--- config.mk ---
export PLATFORM = sky130hd
export DESIGN_NAME = pc_fetch_unit
export DESIGN_NICKNAME = d
export VERILOG_FILES = /design/src/rtl/pc_fetch_unit_pkg.sv /design/src/rtl/pc_fetch_unit_if_id_reg.sv /design/src/rtl/pc_fetch_unit.sv
export SDC_FILE = /design/constraint.sdc
export NUM_CORES = 1
export LEC_CHECK = 0
export BUFFER_PORTS_ARGS = -buffer_cell sky130_fd_sc_hd__clkbuf_2
export CAP_MARGIN = 20
export CELL_PAD_IN_SITES_DETAIL_PLACEMENT = 1
export CELL_PAD_IN_SITES_GLOBAL_PLACEMENT = 1
export CORE_ASPECT_RATIO = 1.2
export CORE_MARGIN = 1
export CORE_UTILIZATION = 37
export DETAILED_ROUTE_END_ITERATION = 7
export PLACE_DENSITY = 0.77
export SETUP_SLACK_MARGIN = 0.2
export SYNTH_ARGS = -nofsm -noshare
export SYNTH_HDL_FRONTEND = slang
export SYNTH_SLANG_ARGS = --single-unit
--- constraint.sdc ---
create_clock -name clk -period 2.35 [get_ports clk]
set_input_delay 0.3525 -clock clk [delete_from_list [all_inputs] [get_ports clk]]
set_output_delay 0.3525 -clock clk [all_outputs]
set_load 0.02 [all_outputs]
--- src/rtl/pc_fetch_unit_pkg.sv ---
// Shared definitions for the PC / instruction-fetch stage: FSM states,
// reset fetch address, bubble instruction and the PC increment helper.
package pc_fetch_unit_pkg;

    localparam int unsigned XLEN = 32;

    localparam logic [XLEN-1:0] RESET_PC_DEFAULT  = 32'h0000_3000;
    localparam logic [XLEN-1:0] NOP_INSTR_DEFAULT = 32'h0000_0000;

    typedef enum logic [1:0] {
        ST_REQ  = 2'd0,
        ST_WAIT = 2'd1,
        ST_HOLD = 2'd2
    } fetch_state_e;

    // Sequential PC increment; wraps modulo 2^32.
    function automatic logic [XLEN-1:0] pc_plus4(input logic [XLEN-1:0] pc);
        return pc + XLEN'(4);
    endfunction

endpackage

--- src/rtl/pc_fetch_unit_if_id_reg.sv ---
// IF/ID pipeline register: instruction, PC+4, valid (and address-error flag
// when FETCH_ALIGN_CHECK_EN is defined). Flush beats stall; stall beats load;
// an unstalled cycle without a load becomes a bubble.
module pc_fetch_unit_if_id_reg
    import pc_fetch_unit_pkg::*;
#(
    parameter logic [XLEN-1:0] NOP_INSTR = NOP_INSTR_DEFAULT
) (
    input  logic            clk,
    input  logic            rst_n,
    input  logic            stall_i,
    input  logic            flush_i,
    input  logic            load_i,
    input  logic [XLEN-1:0] instr_i,
    input  logic [XLEN-1:0] pc4_i,
`ifdef FETCH_ALIGN_CHECK_EN
    input  logic            adel_i,
    output logic            adel_o,
`endif
    output logic [XLEN-1:0] instr_o,
    output logic [XLEN-1:0] pc4_o,
    output logic            valid_o
);

    logic [XLEN-1:0] instr_q, instr_d;
    logic [XLEN-1:0] pc4_q, pc4_d;
    logic            valid_q, valid_d;
`ifdef FETCH_ALIGN_CHECK_EN
    logic            adel_q, adel_d;
`endif

    // Next-state: flush clears, stall holds, load captures, otherwise bubble.
    always_comb begin
        instr_d = instr_q;
        pc4_d   = pc4_q;
        valid_d = valid_q;
`ifdef FETCH_ALIGN_CHECK_EN
        adel_d  = adel_q;
`endif
        if (flush_i) begin
            valid_d = 1'b0;
            instr_d = NOP_INSTR;
`ifdef FETCH_ALIGN_CHECK_EN
            adel_d  = 1'b0;
`endif
        end else if (!stall_i) begin
            if (load_i) begin
                valid_d = 1'b1;
                instr_d = instr_i;
                pc4_d   = pc4_i;
`ifdef FETCH_ALIGN_CHECK_EN
                adel_d  = adel_i;
`endif
            end else begin
                valid_d = 1'b0;
                instr_d = NOP_INSTR;
`ifdef FETCH_ALIGN_CHECK_EN
                adel_d  = 1'b0;
`endif
            end
        end
    end

    // IF/ID state register.
    always_ff @(posedge clk or negedge rst_n) begin
        if (!rst_n) begin
            instr_q <= NOP_INSTR;
            pc4_q   <= '0;
            valid_q <= 1'b0;
`ifdef FETCH_ALIGN_CHECK_EN
            adel_q  <= 1'b0;
`endif
        end else begin
            instr_q <= instr_d;
            pc4_q   <= pc4_d;
            valid_q <= valid_d;
`ifdef FETCH_ALIGN_CHECK_EN
            adel_q  <= adel_d;
`endif
        end
    end

    assign instr_o = instr_q;
    assign pc4_o   = pc4_q;
    assign valid_o = valid_q;
`ifdef FETCH_ALIGN_CHECK_EN
    assign adel_o  = adel_q;
`endif

endmodule

--- src/rtl/pc_fetch_unit.sv ---
// Program counter and instruction-fetch stage: holds the fetch PC, runs the
// req/ack handshake with instruction memory and feeds the IF/ID register.
// Optional: define FETCH_ALIGN_CHECK_EN to add the if_adel output; a
// misaligned PC then produces an address-error bubble instead of a request.
module pc_fetch_unit
    import pc_fetch_unit_pkg::*;
#(
    parameter logic [XLEN-1:0] RESET_PC  = RESET_PC_DEFAULT,
    parameter logic [XLEN-1:0] NOP_INSTR = NOP_INSTR_DEFAULT
) (
    input  logic            clk,
    input  logic            rst_n,
    input  logic [XLEN-1:0] next_pc,
    input  logic            stall,
    input  logic            flush,
    output logic            imem_req,
    output logic [XLEN-1:0] imem_addr,
    input  logic            imem_ack,
    input  logic [XLEN-1:0] imem_rdata,
    output logic [XLEN-1:0] pc_out,
    output logic [XLEN-1:0] if_instr,
    output logic [XLEN-1:0] if_pc4,
    output logic            if_valid
`ifdef FETCH_ALIGN_CHECK_EN
    ,
    output logic            if_adel
`endif
);

    fetch_state_e    state_q, state_d;
    logic [XLEN-1:0] pc_q, pc_d;
    logic [XLEN-1:0] addr_q, addr_d;
    logic            req_q, req_d;
    logic            drop_q, drop_d;
    logic [XLEN-1:0] buf_q, buf_d;

    logic            ld;
    logic [XLEN-1:0] ld_instr;
    logic [XLEN-1:0] ld_pc4;
`ifdef FETCH_ALIGN_CHECK_EN
    logic            ld_adel;
`endif

    // Fetch FSM next-state, PC update, hold buffer and IF/ID load request.
    always_comb begin
        state_d  = state_q;
        pc_d     = pc_q;
        addr_d   = addr_q;
        drop_d   = drop_q;
        buf_d    = buf_q;
        ld       = 1'b0;
        ld_instr = buf_q;
        ld_pc4   = pc_plus4(pc_q);
`ifdef FETCH_ALIGN_CHECK_EN
        ld_adel  = 1'b0;
`endif
        unique case (state_q)
            ST_REQ: begin
                if (flush) begin
                    // Redirect before issuing so the request uses the new PC.
                    pc_d = next_pc;
                end
`ifdef FETCH_ALIGN_CHECK_EN
                else if (pc_q[1:0] != 2'b00) begin
                    if (!stall) begin
                        ld       = 1'b1;
                        ld_instr = NOP_INSTR;
                        ld_adel  = 1'b1;
                        pc_d     = next_pc;
                    end
                end
`endif
                else begin
                    addr_d  = pc_q;
                    state_d = ST_WAIT;
                end
            end
            ST_WAIT: begin
                if (imem_ack) begin
                    state_d = ST_REQ;
                    drop_d  = 1'b0;
                    if (flush) begin
                        pc_d = next_pc;
                    end else if (!drop_q) begin
                        if (!stall) begin
                            ld       = 1'b1;
                            ld_instr = imem_rdata;
                            pc_d     = next_pc;
                        end else begin
                            buf_d   = imem_rdata;
                            state_d = ST_HOLD;
                        end
                    end
                end else if (flush) begin
                    // Bus transfer is never aborted; mark its data as stale.
                    pc_d   = next_pc;
                    drop_d = 1'b1;
                end
            end
            ST_HOLD: begin
                if (flush) begin
                    pc_d    = next_pc;
                    state_d = ST_REQ;
                end else if (!stall) begin
                    ld       = 1'b1;
                    ld_instr = buf_q;
                    pc_d     = next_pc;
                    state_d  = ST_REQ;
                end
            end
            default: begin
                state_d = ST_REQ;
            end
        endcase
        req_d = (state_d == ST_WAIT);
    end

    // Fetch state, PC, bus request and hold buffer registers.
    always_ff @(posedge clk or negedge rst_n) begin
        if (!rst_n) begin
            state_q <= ST_REQ;
            pc_q    <= RESET_PC;
            addr_q  <= RESET_PC;
            req_q   <= 1'b0;
            drop_q  <= 1'b0;
            buf_q   <= NOP_INSTR;
        end else begin
            state_q <= state_d;
            pc_q    <= pc_d;
            addr_q  <= addr_d;
            req_q   <= req_d;
            drop_q  <= drop_d;
            buf_q   <= buf_d;
        end
    end

    pc_fetch_unit_if_id_reg #(
        .NOP_INSTR (NOP_INSTR)
    ) u_if_id (
        .clk     (clk),
        .rst_n   (rst_n),
        .stall_i (stall),
        .flush_i (flush),
        .load_i  (ld),
        .instr_i (ld_instr),
        .pc4_i   (ld_pc4),
`ifdef FETCH_ALIGN_CHECK_EN
        .adel_i  (ld_adel),
        .adel_o  (if_adel),
`endif
        .instr_o (if_instr),
        .pc4_o   (if_pc4),
        .valid_o (if_valid)
    );

    assign imem_req  = req_q;
    assign imem_addr = addr_q;
    assign pc_out    = pc_q;

endmodule

Word level (Yosys, flattened, before mapping)
Cells that the tools add are included.
Word-level totals
  flip-flop bits (word level): 165
  output and inout port bits: 130
Cells by class
  bitwise operators: 3
  add/sub/neg operators: 1
  equal/unequal tests: 5
  mux-type cells: 32
  reductions and logical operators: 8
Operators with widths (number)
  two-way mux 32 bit: 12
  case mux 32 bit (3 select lines): 1
  adder 32 x 3 -> 32 bit, second input constant: 1
  two-way mux 2 bit: 7
  two-way mux 1 bit: 10
  case mux 2 bit (3 select lines): 1
  AND reduction 2 bit: 3
  AND reduction 5 bit: 1
  == test 2 x 1 -> 1 bit, second input constant: 2
  inequality test 4 bit, second input constant: 1
  inverter 1 bit: 3
  AND reduction 3 bit: 1
  nonzero test 3 bit: 1
  == test 2 bit, second input constant: 1
  logical NOT 2 bit: 1
  inequality test 2 x 1 -> 1 bit, second input constant: 1
  case mux 1 bit (2 select lines): 1
  nonzero test 2 bit: 1

Longest topological paths before layout
Gate-level depths: netlist (run 1).
  word-level depth: 8
  mapped depth: 10
  depth with buffers taken out: 6

Modules after synthesis
Synthesis (run 1) repeated with hierarchy kept, for this count alone.
Unflattened totals
  cell total of the unflattened synthesis: 581
  area, all modules: 7532.2 um^2
Modules (own cells, without submodules)
  pc_fetch_unit: sequential area each 2507.4 um^2, cells an instance 367, area an instance 4895.9 um^2, instances 1
  pc_fetch_unit_if_id_reg: sequential area each 1626.6 um^2, cells an instance 214, area an instance 2636.3 um^2, instances 1

Worst setup path after synthesis (run 1)
OpenSTA, ideal clock, no wires.
  path kind: register to register
  from: register state_q[1]
  to: register buf_q[10]
  cell stages (with the launch flop): 9
  setup slack: 266 ps
  required time: 2225 ps
  arrival: 1959 ps
  clock period less this slack: 2084 ps
  setup time: 125 ps
  path through: dfrtp_1 inv_1 ha_1 clkbuf_1 nand3b_1 clkbuf_1 nor3_2 buf_2 mux2_2
Between the ends
  longest elaborated chain between the ends: 2
Ends and longest elaborated chain
  start, declared: RTL line pc_fetch_unit.sv:30  | fetch_state_e state_q, state_d;
  start signal, assigned: RTL line pc_fetch_unit.sv:128  | state_q <= state_d;
  == test 2 x 1 -> 1 bit: RTL line pc_fetch_unit.sv:57  | unique case (state_q)
  AND reduction 5 bit (no source line)
  end signal, assigned: RTL line pc_fetch_unit.sv:133  | buf_q <= buf_d;
  end, declared: RTL line pc_fetch_unit.sv:35  | logic [XLEN-1:0] buf_q, buf_d;
No other way between the ends.
A chain may end at the register's enable or synchronous reset.

Final worst setup path (run 1)
  from: register pc_q[3] (netlist: pc_out[3])
  to: register u_if_id.pc4_q[22] (netlist: u_if_id.pc4_o[22])
Between the ends
  longest elaborated chain between the ends: 1
Ends and longest elaborated chain
  start, declared: RTL line pc_fetch_unit.sv:31  | logic [XLEN-1:0] pc_q, pc_d;
  start signal, assigned: RTL line pc_fetch_unit.sv:129  | pc_q <= pc_d;
  adder 32 x 3 -> 32 bit: RTL line pc_fetch_unit_pkg.sv:18  | return pc + XLEN'(4);
  end signal, assigned: RTL line pc_fetch_unit_if_id_reg.sv:75  | pc4_q <= pc4_d;
  end, declared: RTL line pc_fetch_unit_if_id_reg.sv:26  | logic [XLEN-1:0] pc4_q, pc4_d;
No other way between the ends.

==> results of run 1 <==
-- worst max-delay path, stage by stage, from the launching register on --
cell and delay, ns:
dfrtp_1 0.44, ha_1 0.25, nand3_1 0.12, or4_4 0.57, or4_1 0.41, a31oi_1 0.17
-- logic make-up (layout without fill, tap and decap cells) --
kind of cell             after synthesis  after routing  share of synthesized area, %
XOR/XNOR                              15             15                         1.842
adder cells (fa/ha/maj)                6              6                         1.052
AO/OA/AOI/OAI                        127            127                         11.61
buffers and inverters                 53            269                         3.086
multiplexers                          90             90                         13.64
flip-flops                           165            165                         57.94
AND/OR/NAND/NOR                      150            150                         10.82
-- state kept, by name, indices dropped and copies added, names as in the netlist --
register and cells:
u_if_id.instr_o 32, pc_out 32, imem_addr 32, u_if_id.valid_o 1
state_q 2, buf_q 32, imem_req 1, drop_q 1
u_if_id.pc4_o 32
-- power breakdown --
group,total [mW],switching (mW),leakage (nW),internal [mW]
logic,4.29,2.49,2.15,1.80
registers,4.75,0.870,2.13,3.88
clock network,2.72,1.29,0.268,1.43
total,11.8,4.65,4.55,7.11
-- worst min path at each step --
stage          slack, ns         from                 end  cells after the start
2_1_floorplan       0.06        rst_n            buf_q[0]                      0
3_3_place_gp        0.37        rst_n  u_if_id.instr_o[9]                      1
3_5_place_dp        0.38        rst_n  u_if_id.instr_o[7]                      1
4_1_cts             0.11  next_pc[25]          pc_out[25]                      2
5_1_grt             0.12  next_pc[23]          pc_out[23]                      2
6_report            0.13  next_pc[25]          pc_out[25]                      2
-- stage by stage --
| stage | instance area, sq um | hold WS [ns] |
|---|---|---|
| after floorplan | 7134 | 0.05691 |
| after global placement | 8558 | 0.3672 |
| after detailed placement | 8558 | 0.3751 |
| after CTS | 9144 | 0.1145 |
| after global routing | 9174 | 0.1193 |
| final | 9174 | 0.1328 |
-- routing by layer --
| metal | track usage [%] | wire length (um) | vias to the layer above | share of wire [%] |
|---|---|---|---|---|
| met2 | 34.90 | 9864 | 153 | 51 |
| met5 | 0 | 0 | - | 0 |
| met3 | 5.324 | 1080 | 26 | 5.6 |
| li1 | - | - | 2585 | - |
| met1 | 25.45 | 8122 | 2808 | 42 |
| met4 | 7.283 | 309 | 0 | 1.6 |
-- final cells by class --
type / instances / area, sq um
clock buffers: 18 / 439.2
inverters: 12 / 45.04
flip-flops and latches: 165 / 4138
clock inverters: 14 / 136.4
fillers: 2098 / 9682
repair buffers: 225 / 1272
well taps: 256 / 320.3
multi-input cells: 388 / 2823
-- cells in the mapped netlist (2+ instances only) --
cell	count	area [sq um]
xor2_1	2	17.52
or4_1	9	67.56
mux2i_1	32	320.3
dfrtp_1	161	4029
o21ai_0	58	290.3
nor4_1	5	31.28
and3_1	2	12.51
a211oi_1	2	15.01
nand4_4	2	42.54
nand3_1	10	50.05
mux2_2	58	653.1
a31oi_1	14	87.58
o41ai_1	2	17.52
buf_4	2	15.01
or3_2	2	15.01
nor2_1	19	71.32
clkbuf_1	28	105.1
ha_1	6	75.07
a21oi_1	4	20.02
dfstp_2	4	105.1
and4_1	3	26.28
or3_1	2	12.51
xnor2_1	13	113.9
a22o_1	31	271.5
buf_2	10	50.05
nand4_1	9	56.30
inv_1	12	45.04
nor3_1	4	20.02
nand2_1	72	270.3
o31ai_1	8	60.06
-- repair_timing --
| item | 4_1_cts | 5_1_grt |
|---|---|---|
| gates resized for setup | 0 | 8 |
| hold endpoints to repair | 52 | 0 |
| hold buffers | 1 | 0 |
| buffers inserted | 0 | 1 |
| setup endpoints to repair | 0 | 81 |
==> flow_summary.toml, run 1 <==
[run_status]
outcome = "complete, no violations"

[finish]
final_core_utilization_pct = 48.65
final_cells = 1078
layout_common_cells = "clkbuf_2, dfrtp_1, nand2_1"
nNetsFinal = 884
final_common_cell = "clkbuf_2"
diodes = 0
area_delta_synth_final_pct = 28.59
drive_above_1_share_pct = 41.24

[clock_network]
clk_pin_slew_ns = 0.07
cts_buffer_depth = 2
cts_root_buf = "clkbuf_16"
htree_levels = 4
numCtsBuffers = 17
clock-sinks = 165
cts_tree = "yes"
clk_latency_ns = 0.43

[hold_path]
hold_path.class = "input pin to flop"

[place]
gp_congestion = 0.7706
pre_cts_slack_ns = 0.2525
io_buffers = 198
dp_hpwl_um = 13650
dp.cells = 1044

[die]
die_h_um = 154.1
die_width_um = 128.8
die-area_sq_um = 19840
rows = 55
ios = 199
coreArea_sq_um = 18860
initial_core_util_pct = 37.84

[pwr]
ir_drop_mv = 0.6066
leakage_nw = 4.546
power.total_mw = 11.76
power.density_nw_per_um2 = 1282

[route]
vias = 5572
first_pass_iters = 4
avgViaCountPerCell = 5.169
drc = 0
wirelength_um = 19380
ant_nets = 0
first_iter_violations = 200
routedWlPerCell_um = 17.97

[grt]
antenna_found_initial = 0
grt_pass1_wl_um = 31640
grt_pass1_vias = 5946
grt_max_degree = 58
grtUsageTotal_pct = 20.70
grt_overflow = 0

[yosys]
ys_types = 50
ys_seq_elements = 165
synthArstFlopShare_pct = 100.0
synth_edf_count = 0
synth-main-ff-cell = "dfrtp_1"
syn_nets = 681
synth_cells = 606
synth_area_sq_um = 7134
ys_seq_area_share_pct = 57.94
yosysWarnings = 0
syn-mean-instance-area_sq_um = 11.77

[run]
cap_viol_max_count = 0

[sta]
tns_ns = 0
clock_skew_ns = 0.01073
slew_violations = 0
slew_headroom_pct = 61.19
hold_viol_final = 0
tightest_slew_ns = 0.5821
timing.final.ws_setup_ns = 0.3109
fmax_ghz = 0.4904
rsz0062_at_grt = "false"
post-route-period-util_pct = 86.77
setup_viol = 0
min_period_ns = 2.039

[setup_path]
crit_arrival_ns = 2.39
cp.required_ns = 2.70
crit_path_start_kind = "flop"
startpoint = "pc_out[3]"
worstReg2RegEnd = "u_if_id.pc4_o[22]"
crit_end = "u_if_id.pc4_o[22]"
crit_type = "flop to flop"
end_kind = "flop"
r2r-start = "pc_out[3]"
rr_worst_depth = 5
critPathMaxFanout = 6
timing.reg2reg.setup_slack_ns = 0.31
Note: power is estimated with default switching activity, not from simulation.
==> inputs of run 2 (changes only) <==
Settings changed: CAP_MARGIN 20 to 0, CTS_BUF_LIST set to sky130_fd_sc_hd__clkbuf_8.
==> run 2 against run 1 <==
  * Critical path depth unchanged
  * Power decreased by 6.1%
  * Register-to-register slack improved by 0.03 ns
  * Utilization decreased by 1.0 points
  * Global-route usage decreased by 0.24 points
  * Sequential power about the same
  * Worst setup slack improved by 0.031 ns
  * Largest cell class unchanged
==> flow_summary.toml, run 2 (same netlist as run 1, synthesis figures left out) <==
[run_status]
outcome = "complete, no violations"

[grt]
grt_overflow = 0
grt_max_degree = 58
grtUsageTotal_pct = 20.46
antenna_found_initial = 0
grt_pass1_wl_um = 31270
grt_pass1_vias = 5920

[finish]
final_core_utilization_pct = 47.64
fin_area_sq_um = 8984
layout_common_cells = "clkbuf_2, dfrtp_1, nand2_1"
nNetsFinal = 884
final_cells = 1078
area_delta_synth_final_pct = 25.92
final_common_cell = "clkbuf_2"
multi_input_area_sq_um = 2823
drive_above_1_share_pct = 41.36
diodes = 0
n_fill_cell = 2115
register_area_sq_um = 4139

[clock_network]
cts_tree = "yes"
clk_latency_ns = 0.47
clk_pin_slew_ns = 0.11
cts_root_buf = "clkbuf_8"
numCtsBuffers = 17
cts_buffer_depth = 2
htree_levels = 4
clock-sinks = 165

[route]
avgViaCountPerCell = 5.138
first_pass_iters = 4
ant_nets = 0
first_iter_violations = 223
vias = 5539
wirelength_um = 19280
routedWlPerCell_um = 17.88
drc = 0

[die]
die_h_um = 154.1
initial_core_util_pct = 37.84
coreArea_sq_um = 18860
ios = 199
die-area_sq_um = 19840
rows = 55
die_width_um = 128.8

[pwr]
p_sw_mw = 4.562
p_int_mw = 6.482
pwr-share-seq_pct = 42.9
comb_power_share_pct = 38.8
power.density_nw_per_um2 = 1229
clkPwrFrac_pct = 18.2
ir_drop_mv = 0.6075
leakage_nw = 4.458
power.total_mw = 11.04
sw_frac_of_total_pct = 41.31

[setup_path]
crit_path_start_kind = "flop"
rr_worst_depth = 5
end_kind = "flop"
cp.required_ns = 2.74
timing.reg2reg.setup_slack_ns = 0.34
crit_type = "flop to flop"
startpoint = "pc_out[3]"
worstReg2RegEnd = "u_if_id.pc4_o[22]"
critPathMaxFanout = 6
r2r-start = "pc_out[3]"
crit_arrival_ns = 2.40

[sta]
rsz0062_at_grt = "false"
fmax_ghz = 0.4979
slew_headroom_pct = 61.06
whs_ns = 0.08917
timing.final.ws_setup_ns = 0.3418
clock_skew_ns = 0.01613
tightest_slew_ns = 0.5840
tns_ns = 0
setup_viol = 0
hold_viol_final = 0
slew_violations = 0
post-route-period-util_pct = 85.46
min_period_ns = 2.008

[place]
dp_hpwl_um = 13650
io_buffers = 198
pre_cts_slack_ns = 0.2525
post_dp_cell_area_sq_um = 8558
dp.cells = 1044
gp_congestion = 0.7706

[run]
cap_viol_max_count = 0

[hold_path]
holdPathEnd = "pc_out[25]"
hold_depth = 2
hp-start = "next_pc[25]"
hold_path.class = "input pin to flop"
-- run 2: worst max path at each step --
stage | end | cells after the start
6_report | u_if_id.pc4_o[22] | 5
5_1_grt | u_if_id.pc4_o[14] | 7
4_1_cts | u_if_id.instr_o[23] | 6
3_5_place_dp | u_if_id.instr_o[23] | 6
3_3_place_gp | u_if_id.pc4_o[26] | 5
2_1_floorplan | buf_q[10] | 8
-- run 2: power by group through the flow --
stage / Clock, mW / Sequential (mW) / Combinational [mW]
global placement: 0 / 4.73 / 4.24
finish: 2.02 / 4.74 / 4.29
floorplan: 0 / 5.49 / 1.89
CTS: 2.09 / 4.74 / 4.35
detailed placement: 0 / 4.80 / 4.33
global route: 2.18 / 4.90 / 4.68
-- run 2: critical path, cell delays in order (launching register included) --
cell and delay, ns:
dfrtp_2 0.42, ha_1 0.23, nand3_1 0.12, or4_4 0.57
or4_1 0.41, a31oi_1 0.17
-- run 2: area by class of cell --
type | instances | area share (%)
Clock inverter | 14 | 1.518
Multi-Input combinational cell | 388 | 31.42
Sequential cell | 165 | 46.07
Timing Repair Buffer | 225 | 14.16
Tap cell | 256 | 3.565
Inverter | 12 | 0.5014
Clock buffer | 18 | 2.758
-- run 2: repair_timing --
action / CTS / global route
hold endpoints to repair: 52 / 0
hold buffers: 1 / 0
buffers inserted: 0 / 1
gates resized for setup: 0 / 9
endpoints found under the setup margin: 0 / 81
-- run 2: per-layer routing --
metal	vias to the layer above	wire, um	track usage [%]
li1	2582	-	-
met1	2790	8185	25.22
met2	143	9774	34.52
met3	24	1047	5.254
met4	0	272	7.003
met5	-	0	0
